### src/rtl/ps2_rx_fifo_if.sv
// Host-side bundle of the PS/2 receiver: FIFO read port, occupancy and sticky error flags.
// The slave modport is the receiver; the master modport is the register block reading it.
interface ps2_rx_fifo_if #(
    parameter int FIFO_DEPTH = 8
) ();
    localparam int CW = $clog2(FIFO_DEPTH) + 1;

    logic          rd_en;
    logic          err_clr;
    logic [7:0]    data;
    logic          valid;
    logic [CW-1:0] count;
    logic          err_parity;
    logic          err_frame;
    logic          err_overflow;

    modport master (
        output rd_en, err_clr,
        input  data, valid, count, err_parity, err_frame, err_overflow
    );

    modport slave (
        input  rd_en, err_clr,
        output data, valid, count, err_parity, err_frame, err_overflow
    );
endinterface

### src/rtl/ps2_rx_fifo.sv
// PS/2 device-to-host receiver: pin synchroniser, clock de-glitch filter, 11-bit frame decoder
// with timeout, and a first-word-fall-through byte FIFO with sticky error flags.
module ps2_rx_fifo #(
    parameter int SYNC_STAGES    = 2,
    parameter int FILTER_LEN     = 2,
    parameter int FIFO_DEPTH     = 8,
    parameter int TIMEOUT_CYCLES = 10000
) (
    input  logic           clk,
    input  logic           rst_n,
    input  logic           ps2_clk,
    input  logic           ps2_data,
    ps2_rx_fifo_if.slave   bus
);
    localparam int AW = $clog2(FIFO_DEPTH);
    localparam int FW = $clog2(FILTER_LEN + 1);
    localparam int TW = $clog2(TIMEOUT_CYCLES + 1);
    localparam logic [FW-1:0] FILT_MAX = FW'(FILTER_LEN - 1);
    localparam logic [TW-1:0] TO_MAX   = TW'(TIMEOUT_CYCLES - 1);
    localparam logic [AW:0]   FULL_CNT = (AW + 1)'(FIFO_DEPTH);

    typedef enum logic [1:0] {S_IDLE, S_DATA, S_PARITY, S_STOP} state_t;

    logic [SYNC_STAGES-1:0] r_clk_sync, r_dat_sync;
    logic                   r_filt, r_filt_d;
    logic [FW-1:0]          r_filt_cnt;
    logic                   w_clk_s, w_dat_s, w_strobe;

    state_t                 r_state, w_state_next;
    logic [7:0]             r_shreg;
    logic [2:0]             r_bit_cnt;
    logic                   r_parity;
    logic [TW-1:0]          r_to_cnt;
    logic                   w_timeout, w_shift, w_store_par, w_stop, w_par_ok;
    logic                   w_push_req, w_err_par_set, w_err_frm_set;

    logic [7:0]             r_mem [FIFO_DEPTH];
    logic [AW:0]            r_wr_ptr, r_rd_ptr, w_count;
    logic                   w_valid, w_full, w_pop, w_push, w_ovf_set;
    logic                   r_err_par, r_err_frm, r_err_ovf;

    assign w_clk_s  = r_clk_sync[SYNC_STAGES-1];
    assign w_dat_s  = r_dat_sync[SYNC_STAGES-1];
    assign w_strobe = r_filt_d & ~r_filt;

    // Filtered clock only follows the synced pin after FILTER_LEN consecutive differing samples.
    always_ff @(posedge clk or negedge rst_n) begin
        if (!rst_n) begin
            r_clk_sync <= '1;
            r_dat_sync <= '1;
            r_filt     <= 1'b1;
            r_filt_d   <= 1'b1;
            r_filt_cnt <= '0;
        end else begin
            r_clk_sync <= {r_clk_sync[SYNC_STAGES-2:0], ps2_clk};
            r_dat_sync <= {r_dat_sync[SYNC_STAGES-2:0], ps2_data};
            r_filt_d   <= r_filt;
            if (w_clk_s != r_filt) begin
                if (r_filt_cnt == FILT_MAX) begin
                    r_filt     <= w_clk_s;
                    r_filt_cnt <= '0;
                end else begin
                    r_filt_cnt <= r_filt_cnt + 1'b1;
                end
            end else begin
                r_filt_cnt <= '0;
            end
        end
    end

    always_ff @(posedge clk or negedge rst_n) begin
        if (!rst_n) r_state <= S_IDLE;
        else        r_state <= w_state_next;
    end

    assign w_timeout = (r_state != S_IDLE) && (r_to_cnt >= TO_MAX) && !w_strobe;

    always_comb begin
        w_state_next = r_state;
        case (r_state)
            S_IDLE:   if (w_strobe && !w_dat_s)           w_state_next = S_DATA;
            S_DATA:   if (w_strobe && r_bit_cnt == 3'd7)  w_state_next = S_PARITY;
            S_PARITY: if (w_strobe)                       w_state_next = S_STOP;
            S_STOP:   if (w_strobe)                       w_state_next = S_IDLE;
            default:                                      w_state_next = S_IDLE;
        endcase
        if (w_timeout) w_state_next = S_IDLE;
    end

    always_comb begin
        w_shift       = w_strobe && (r_state == S_DATA);
        w_store_par   = w_strobe && (r_state == S_PARITY);
        w_stop        = w_strobe && (r_state == S_STOP);
        w_par_ok      = ^{r_shreg, r_parity};
        w_push_req    = w_stop && w_par_ok && w_dat_s;
        w_err_par_set = w_stop && !w_par_ok;
        w_err_frm_set = (w_stop && !w_dat_s) || w_timeout;
    end

    always_ff @(posedge clk or negedge rst_n) begin
        if (!rst_n) begin
            r_shreg   <= '0;
            r_bit_cnt <= '0;
            r_parity  <= 1'b0;
            r_to_cnt  <= '0;
        end else begin
            if (w_strobe && r_state == S_IDLE) r_bit_cnt <= '0;
            if (w_shift) begin
                r_shreg[r_bit_cnt] <= w_dat_s;
                r_bit_cnt          <= r_bit_cnt + 1'b1;
            end
            if (w_store_par) r_parity <= w_dat_s;
            if (r_state == S_IDLE || w_strobe) r_to_cnt <= '0;
            else if (!w_timeout)               r_to_cnt <= r_to_cnt + 1'b1;
        end
    end

    // A pop in the same cycle frees the slot, so a push into a full FIFO still lands.
    assign w_count   = r_wr_ptr - r_rd_ptr;
    assign w_valid   = (w_count != '0);
    assign w_full    = (w_count == FULL_CNT);
    assign w_pop     = bus.rd_en && w_valid;
    assign w_push    = w_push_req && (!w_full || w_pop);
    assign w_ovf_set = w_push_req && w_full && !w_pop;

    always_ff @(posedge clk) begin
        if (w_push) r_mem[r_wr_ptr[AW-1:0]] <= r_shreg;
    end

    always_ff @(posedge clk or negedge rst_n) begin
        if (!rst_n) begin
            r_wr_ptr  <= '0;
            r_rd_ptr  <= '0;
            r_err_par <= 1'b0;
            r_err_frm <= 1'b0;
            r_err_ovf <= 1'b0;
        end else begin
            if (w_push) r_wr_ptr <= r_wr_ptr + 1'b1;
            if (w_pop)  r_rd_ptr <= r_rd_ptr + 1'b1;
            r_err_par <= w_err_par_set | (r_err_par & ~bus.err_clr);
            r_err_frm <= w_err_frm_set | (r_err_frm & ~bus.err_clr);
            r_err_ovf <= w_ovf_set     | (r_err_ovf & ~bus.err_clr);
        end
    end

    assign bus.data         = w_valid ? r_mem[r_rd_ptr[AW-1:0]] : 8'h00;
    assign bus.valid        = w_valid;
    assign bus.count        = w_count;
    assign bus.err_parity   = r_err_par;
    assign bus.err_frame    = r_err_frm;
    assign bus.err_overflow = r_err_ovf;
endmodule
### src/flat_wrapper.sv
// flat-port wrapper written by rule: the top's interface ports become plain ports
module ps2_rx_fifo_flat 
#(
    parameter int SYNC_STAGES    = 2,
    parameter int FILTER_LEN     = 2,
    parameter int FIFO_DEPTH     = 8,
    parameter int TIMEOUT_CYCLES = 10000
)
  (clk, rst_n, ps2_clk, ps2_data, bus_rd_en, bus_err_clr, bus_data, bus_valid, bus_count, bus_err_parity, bus_err_frame, bus_err_overflow);
  ps2_rx_fifo_if #(.FIFO_DEPTH(FIFO_DEPTH)) bus_i ();
  input  logic clk;
  input  logic rst_n;
  input  logic ps2_clk;
  input  logic ps2_data;
  input wire logic [$bits(bus_i.rd_en)-1:0] bus_rd_en;
  input wire logic [$bits(bus_i.err_clr)-1:0] bus_err_clr;
  output wire logic [$bits(bus_i.data)-1:0] bus_data;
  output wire logic [$bits(bus_i.valid)-1:0] bus_valid;
  output wire logic [$bits(bus_i.count)-1:0] bus_count;
  output wire logic [$bits(bus_i.err_parity)-1:0] bus_err_parity;
  output wire logic [$bits(bus_i.err_frame)-1:0] bus_err_frame;
  output wire logic [$bits(bus_i.err_overflow)-1:0] bus_err_overflow;
  assign bus_i.rd_en = bus_rd_en;
  assign bus_i.err_clr = bus_err_clr;
  assign bus_data = bus_i.data;
  assign bus_valid = bus_i.valid;
  assign bus_count = bus_i.count;
  assign bus_err_parity = bus_i.err_parity;
  assign bus_err_frame = bus_i.err_frame;
  assign bus_err_overflow = bus_i.err_overflow;
  ps2_rx_fifo #(.SYNC_STAGES(SYNC_STAGES), .FILTER_LEN(FILTER_LEN), .FIFO_DEPTH(FIFO_DEPTH), .TIMEOUT_CYCLES(TIMEOUT_CYCLES)) u_core (.clk(clk), .rst_n(rst_n), .ps2_clk(ps2_clk), .ps2_data(ps2_data), .bus(bus_i));
endmodule
### config.mk
export PLATFORM = sky130hd
export DESIGN_NAME = ps2_rx_fifo_flat
export DESIGN_NICKNAME = d
export VERILOG_FILES = /design/src/rtl/ps2_rx_fifo_if.sv /design/src/rtl/ps2_rx_fifo.sv /design/src/flat_wrapper.sv
export SDC_FILE = /design/constraint.sdc
export NUM_CORES = 1
export LEC_CHECK = 0
export BUFFER_PORTS_ARGS = -buffer_cell sky130_fd_sc_hd__clkbuf_2
export CORE_UTILIZATION = 45
export CTS_BUF_LIST = sky130_fd_sc_hd__clkbuf_8
export DETAILED_ROUTE_END_ITERATION = 16
export MAX_ROUTING_LAYER = met4
export PLACE_DENSITY_LB_ADDON = 0.15
export SLEW_MARGIN = 20
export SYNTH_ARGS = -nofsm -noshare
export SYNTH_HDL_FRONTEND = slang
export SYNTH_SLANG_ARGS = --single-unit
### constraint.sdc
create_clock -name clk -period 4.3 [get_ports clk]
set_input_delay 0.86 -clock clk [delete_from_list [all_inputs] [get_ports clk]]
set_output_delay 0.86 -clock clk [all_outputs]
set_load 0.01 [all_outputs]
==> metrics.txt, run 1 <==
Hold Crit Class flop to flop; status finished, final reports clean; RSZ-0062 raised after global routing no; number of global-route vias before repair 2,787; via count around 2,700; sequential-to-total area share from yosys stat 0.634; Hold Worst Slack about 360 ps; final total negative setup slack 0 ps; CTS Root Cell sky130_fd_sc_hd__clkbuf_8; Synthesized Nets 363; least setup slack across all paths after layout about 560 ps; Syn Inst Count about 340; dominant cell by count in the synthesized netlist sky130_fd_sc_hd__edfxtp_1; final worst path period share 0.869; non-filler instance count after layout ~510; number of DRC violations after detailed routing 0; Fill cells 909; Detailed Routing Iterations Pass 1 4; Slew Limit Fails 0; Worst Setup Slack post-DPL roughly 960 ps; arrival time of data at the critical path endpoint between 2000 and 3000 ps; I/O Buffers 21; list of most frequent post-synthesis cells sky130_fd_sc_hd__edfxtp_1 (64), sky130_fd_sc_hd__dfrtp_1 (41), sky130_fd_sc_hd__nor2_1 (33); category of the worst setup path launch point flop; largest net degree at the start of global routing 28; average detailed-routed wire length per instance approximately 17 um; power per unit of standard cell area roughly 640 mW/mm2; number of antenna violations at the first check in global routing 0; number of nets in the finished design about 390; number of setup violations in the final report 0; Total GRT Usage 0.177; effective utilization at floorplan 0.470; buffer levels on the longest clock path 2; height of the die 106 um; Worst Max-Slew Pin Slew 933 ps; CP max FO 21; CTS hold repair buffers 0; Yosys top cell area share 0.393; total CTS buffers 9; post-placement cell count a little under 500; Period minus WS final roughly 3700 ps; worst supply voltage drop on vdd about 0.00038 V; maximum achievable frequency between 200 and 300 MHz; leakage power total 0.00211 uW; cell type contributing the most total cell area after synthesis sky130_fd_sc_hd__edfxtp_1; post-CTS setup-driven buffer insertion count 0; total standard cell area after synthesis 0.00489 mm2; source-to-sink clock delay at the later pin of the worst-skew pair about 370 ps; area of the placeable core 0.0104 mm2; Iter 0 DRT Violations ~160; die area approximately 0.011 mm2; Synth Flop Type sky130_fd_sc_hd__edfxtp_1; number of synthesized flops with an enable pin between 60 and 70; final WL ~8.5 mm; setup skew after layout 6.87 ps; layout cells sized above 1 0.228; number of instances resized during post-cts repair 0; Layout Area Growth over Synthesis 10.2%; Ports 22; number of rows in the core area 37; max_cap viols 0; mean post-synth cell area 14.2 um2; antenna diode instance count 0; post-DR vias/cell between 5 and 6; warnings from Yosys 0; top cells by area, synth sky130_fd_sc_hd__edfxtp_1 (39%), sky130_fd_sc_hd__dfrtp_1 (21%), sky130_fd_sc_hd__mux4_2 (7.4%), sky130_fd_sc_hd__dfstp_2 (3.2%), sky130_fd_sc_hd__ha_1 (3.1%); antenna-violating nets left 0; critical path class flop to output port; FF+latch count, synth 111; Worst setup EP type output port; number of failing hold endpoints at the final stage 0; first-pass GRT wire length 14.4 mm; fraction of synthesis flops using an asynchronous set or reset pin 0.423; total congestion overflow 0; half-perimeter wire length after placement around 5.9 mm; critical path data required time ~3400 ps; Final GP Congestion approximately 0.78; tightest slew margin relative to the limit 0.378; clock transition at the register clock pins on the worst setup and hold paths after CTS 100 ps; unique cell type count in the Yosys netlist 46; CTS H-tree depth 3; TritonCTS clock tree built; width of the die approximately 110 um; CTS sink cnt 111
-- stage by stage --
stage | utilization | area (um2) | power, uW
2_1_floorplan | - | 4890 | 2460
3_3_place_gp | 0.498 | 5180 | 2810
3_5_place_dp | 0.498 | 5180 | 2850
4_1_cts | 0.518 | 5400 | 3500
5_1_grt | 0.518 | 5400 | 3710
6_report | 0.518 | 5400 | 3450
-- state kept, by name (all words and copies together) (netlist names) --
| signal | cells |
|---|---|
| u_core.r_parity | 1 |
| u_core.r_wr_ptr | 4 |
| u_core.r_filt_cnt | 2 |
| u_core.r_filt_d | 1 |
| u_core.r_mem | 64 |
| u_core.r_clk_sync | 2 |
| u_core.r_rd_ptr | 4 |
| u_core.r_to_cnt | 14 |
| u_core.r_filt | 1 |
| u_core.r_shreg | 8 |
| u_core.bus.err_overflow | 1 |
| u_core.r_dat_sync | 2 |
| u_core.r_state | 2 |
| u_core.bus.err_frame | 1 |
| u_core.bus.err_parity | 1 |
| u_core.r_bit_cnt | 3 |
-- cell usage in the layout (no fill, tap or decap), drive strengths merged, types with 10 or more instances in the layout --
cell / count
ha: 12
dfrtp: 41
edfxtp: 64
mux4: 16
nand2: 30
nor2: 34
xnor2: 14
clkbuf: 30
nand3: 17
mux2: 12
inv: 14
buf: 10
xor2: 11
a21oi: 10
-- layout make-up --
cell class | instances | area [um2] | area share
inverter | 11 | 41.3 | 0.00765
clock buffer | 9 | 124 | 0.0230
clock inverter | 7 | 86.3 | 0.0160
tap | 136 | 170 | 0.0315
sequential | 111 | 3110 | 0.576
timing repair buffer | 31 | 180 | 0.0334
multi-input combinational | 208 | 1690 | 0.313
-- report_power, final --
group	leakage [uW]	switching, uW	total [uW]	internal [uW]
Combinational	0.000820	641	1260	614
Clock	0.000104	369	651	283
Sequential	0.00119	224	1540	1320
Total	0.00211	1230	3450	2210
-- worst max-delay path, stage by stage, from the launching register on --
cell	delay, ps
sky130_fd_sc_hd__dfrtp_1	970
sky130_fd_sc_hd__inv_1	110
sky130_fd_sc_hd__ha_1	320
sky130_fd_sc_hd__nor2b_1	120
sky130_fd_sc_hd__o21ai_0	210
sky130_fd_sc_hd__nand3_1	190
sky130_fd_sc_hd__a21oi_1	190
sky130_fd_sc_hd__buf_4	200
sky130_fd_sc_hd__a21oi_1	60
sky130_fd_sc_hd__clkbuf_2	120
-- worst paths after layout --
check / cells after the start / slack [ps] / startpoint / endpoint
max in group asynchronous: 2 / 3100 / rst_n / u_core.bus.err_overflow$_DFF_PN0_
min in group asynchronous: 1 / 440 / rst_n / u_core.r_to_cnt[0]$_DFFE_PN0P_
worst min register to register: 0 / 360 / u_core.r_dat_sync[0]$_DFF_PN1_ / u_core.r_dat_sync[1]$_DFF_PN1_
worst max register to register: 9 / 1320 / u_core.r_rd_ptr[1]$_DFFE_PN0P_ / u_core.r_mem[6][3]$_DFFE_PP_
worst min-delay path: 0 / 360 / u_core.r_dat_sync[0]$_DFF_PN1_ / u_core.r_dat_sync[1]$_DFF_PN1_
worst max-delay path: 9 / 560 / u_core.r_rd_ptr[1]$_DFFE_PN0P_ / bus_data[6]
-- logic make-up (layout without fill, tap and decap cells) --
kind of cell               Yosys count  count (layout)  share of synthesized area
AOI/OAI and AO/OA                   26              26                     0.0401
xor gates and xnor gates            27              27                     0.0542
adders and majority gates           13              13                     0.0348
buffers and inverters               25              58                     0.0207
DFF                                111             111                      0.634
muxes                               31              31                      0.108
and+or+nand+nor                    111             111                      0.108
-- routing by layer --
metal	track usage	up-vias	wire, um
met5	-	-	0
met1	0.227	1332	3880
li1	-	1298	-
met3	0.0540	4	420
met4	0.0536	0	66
met2	0.272	53	4150
(Power assumes the default switching activity.)
==> run 2: changes to the inputs <==
--- a/config.mk
+++ b/config.mk
@@ -6,6 +6,7 @@
 export NUM_CORES = 1
 export LEC_CHECK = 0
 export BUFFER_PORTS_ARGS = -buffer_cell sky130_fd_sc_hd__clkbuf_2
+export CAP_MARGIN = 20
 export CORE_UTILIZATION = 45
 export CTS_BUF_LIST = sky130_fd_sc_hd__clkbuf_8
 export DETAILED_ROUTE_END_ITERATION = 16
==> constraint.sdc (replaced) <==
create_clock -name clk -period 4.4 [get_ports clk]
set_input_delay 0.88 -clock clk [delete_from_list [all_inputs] [get_ports clk]]
set_output_delay 0.88 -clock clk [all_outputs]
set_load 0.01 [all_outputs]
==> run 2 against run 1 <==
Sequential power about the same. Flip-flop and latch count is the same. First-iteration DRC count down 20%. Design area decreased by 0.58%. Largest cell class unchanged. Highest routed layer unchanged. Global-route usage fell by 0.14 points. Core utilization shrank 0.30 points.
==> metrics.txt, run 2 (synthesized netlist as in run 1, its figures left out) <==
tightest slew margin relative to the limit 0.342; Fill cells about 900; setup skew after layout roughly 7.6 ps; width of the die about 110 um; worst supply voltage drop on vdd around 0.00031 V; sequential standard cell area just over 0.003 mm2; number of rows in the core area 37; Clk pwr share 0.171; TritonCTS clock tree built; total congestion overflow 0; number of setup violations in the final report 0; internal power approximately 2100 uW; area occupied by multi-input gates around 0.0017 mm2; arrival time of data at the critical path endpoint 2910 ps; least setup slack across all paths after layout 610 ps; Ports 22; leakage power total between 0.002 and 0.0025 uW; antenna-violating nets left 0; post-layout util 0.515; Slew Limit Fails 0; via count around 2,700; layout cells sized above 1 0.228; power per unit of standard cell area ~620 mW/mm2; final worst path period share 0.861; cells along the critical path inv_1 > ha_1 > nor2b_1 > o21ai_0 > nand3_1 > a21oi_1 > buf_4 > a21oi_1 > clkbuf_2; CTS hold repair buffers 0; critical path data required time 3520 ps; Period minus WS final between 3000 and 4000 ps; status finished, final reports clean; CTS H-tree depth 3; Iter 0 DRT Violations around 130; half-perimeter wire length after placement approximately 5.9 mm; Worst Max-Slew Pin Slew ~1000 ps; Worst setup EP type output port; Detailed Routing Iterations Pass 1 4; height of the die 106 um; total CTS buffers 9; slowest cell delay on critical path between 1000 and 1500 ps; source-to-sink clock delay at the later pin of the worst-skew pair 370 ps; Hold Crit Class flop to flop; CTS Root Cell sky130_fd_sc_hd__clkbuf_8; final total negative setup slack 0 ps; post-CTS setup-driven buffer insertion count 0; Post-Layout Inst Area 0.00536 mm2; Crit-path slowest cell sky130_fd_sc_hd__dfrtp_1; post-DR vias/cell between 5 and 6; net load switching power 1210 uW; effective utilization at floorplan 0.470; max_cap viols 0; antenna diode instance count 0; switching share of power 0.366; Layout Area Growth over Synthesis 9.59%; CP max FO 21; most numerous cell on the critical path sky130_fd_sc_hd__a21oi_1; die area 0.0113 mm2; critical path class flop to output port; I/O Buffers 21; placed cell area just over 0.005 mm2; sequential fraction of design power 0.457; number of instances resized during post-cts repair 0; RSZ-0062 raised after global routing no; most common library cell in the layout ignoring fill and taps sky130_fd_sc_hd__edfxtp_1; average detailed-routed wire length per instance roughly 17 um; logic gate share of total power 0.372; number of DRC violations after detailed routing 0; number of nets in the finished design 391; most used cells in the layout excluding fill and tap cells sky130_fd_sc_hd__edfxtp_1 (64), sky130_fd_sc_hd__dfrtp_1 (41), sky130_fd_sc_hd__nor2_1 (33); maximum achievable frequency ~260 MHz; Worst Setup Slack post-DPL 1030 ps; category of the worst setup path launch point flop; number of antenna violations at the first check in global routing 0; area of the placeable core 0.0104 mm2; number of failing hold endpoints at the final stage 0; first-pass GRT wire length 14.4 mm; buffer levels on the longest clock path 2; largest net degree at the start of global routing 28; final WL between 8 and 9 mm; Final GP Congestion 0.780; number of global-route vias before repair 2,806; overall power of the completed layout roughly 3300 uW; clock transition at the register clock pins on the worst setup and hold paths after CTS about 100 ps; Total GRT Usage 0.175; CTS sink cnt about 110; flip-flop count of the largest register after layout between 60 and 70
[run 2: cell types whose count changed in the layout (fill, tap and decap cells not counted), sizes merged]
| cell | change |
|---|---|
| inv | -1 |
| bufinv | -1 |
| clkinv | +2 |
[run 2: cell type report]
cell class | instances | area share
Sequential cell | 111 | 0.579
Clock buffer | 9 | 0.0231
Inverter | 11 | 0.00770
Tap cell | 136 | 0.0317
Multi-Input combinational cell | 208 | 0.315
Timing Repair Buffer | 31 | 0.0336
Clock inverter | 7 | 0.0103
[run 2: final timing paths]
kind / startpoint / to / slack, ps / cells after the start
min reg2reg: u_core.r_dat_sync[0]$_DFF_PN1_ / u_core.r_dat_sync[1]$_DFF_PN1_ / 360 / 0
min: u_core.r_dat_sync[0]$_DFF_PN1_ / u_core.r_dat_sync[1]$_DFF_PN1_ / 360 / 0
max reg2reg: u_core.r_rd_ptr[1]$_DFFE_PN0P_ / u_core.r_mem[6][3]$_DFFE_PP_ / 1360 / 9
min in group asynchronous: rst_n / u_core.r_to_cnt[0]$_DFFE_PN0P_ / 460 / 1
max in group asynchronous: rst_n / u_core.r_shreg[7]$_DFFE_PN0P_ / 3180 / 2
max: u_core.r_rd_ptr[1]$_DFFE_PN0P_ / bus_data[6] / 610 / 9
[run 2: critical path: cells and delay by family, from the launching register on]
| kind | cells | cell delay, ps |
|---|---|---|
| AOI/OAI and AO/OA | 3 | 470 |
| adders and majority gates | 1 | 320 |
| buffers and inverters | 3 | 440 |
| DFF | 1 | 1010 |
| and+or+nand+nor | 2 | 320 |
[run 2: stage by stage]
step	hold slack [ps]	instances
finish	361	513
global route	372	513
CTS	362	513
detailed placement	347	497
global placement	346	497
floorplan	345	344
[run 2: power by group through the flow]
stage	logic, uW	clock network (uW)	registers [uW]
6_report	1230	566	1510
5_1_grt	1370	625	1540
4_1_cts	1250	586	1510
3_5_place_dp	1250	0	1540
3_3_place_gp	1220	0	1520
2_1_floorplan	998	0	1410
[run 2: routing by layer]
layer | track usage | routed length [um] | vias up
met5 | - | 0 | -
met2 | 0.280 | 4140 | 49
met1 | 0.216 | 3920 | 1330
li1 | - | - | 1303
met3 | 0.0472 | 459 | 7
met4 | 0.0625 | 74 | 0
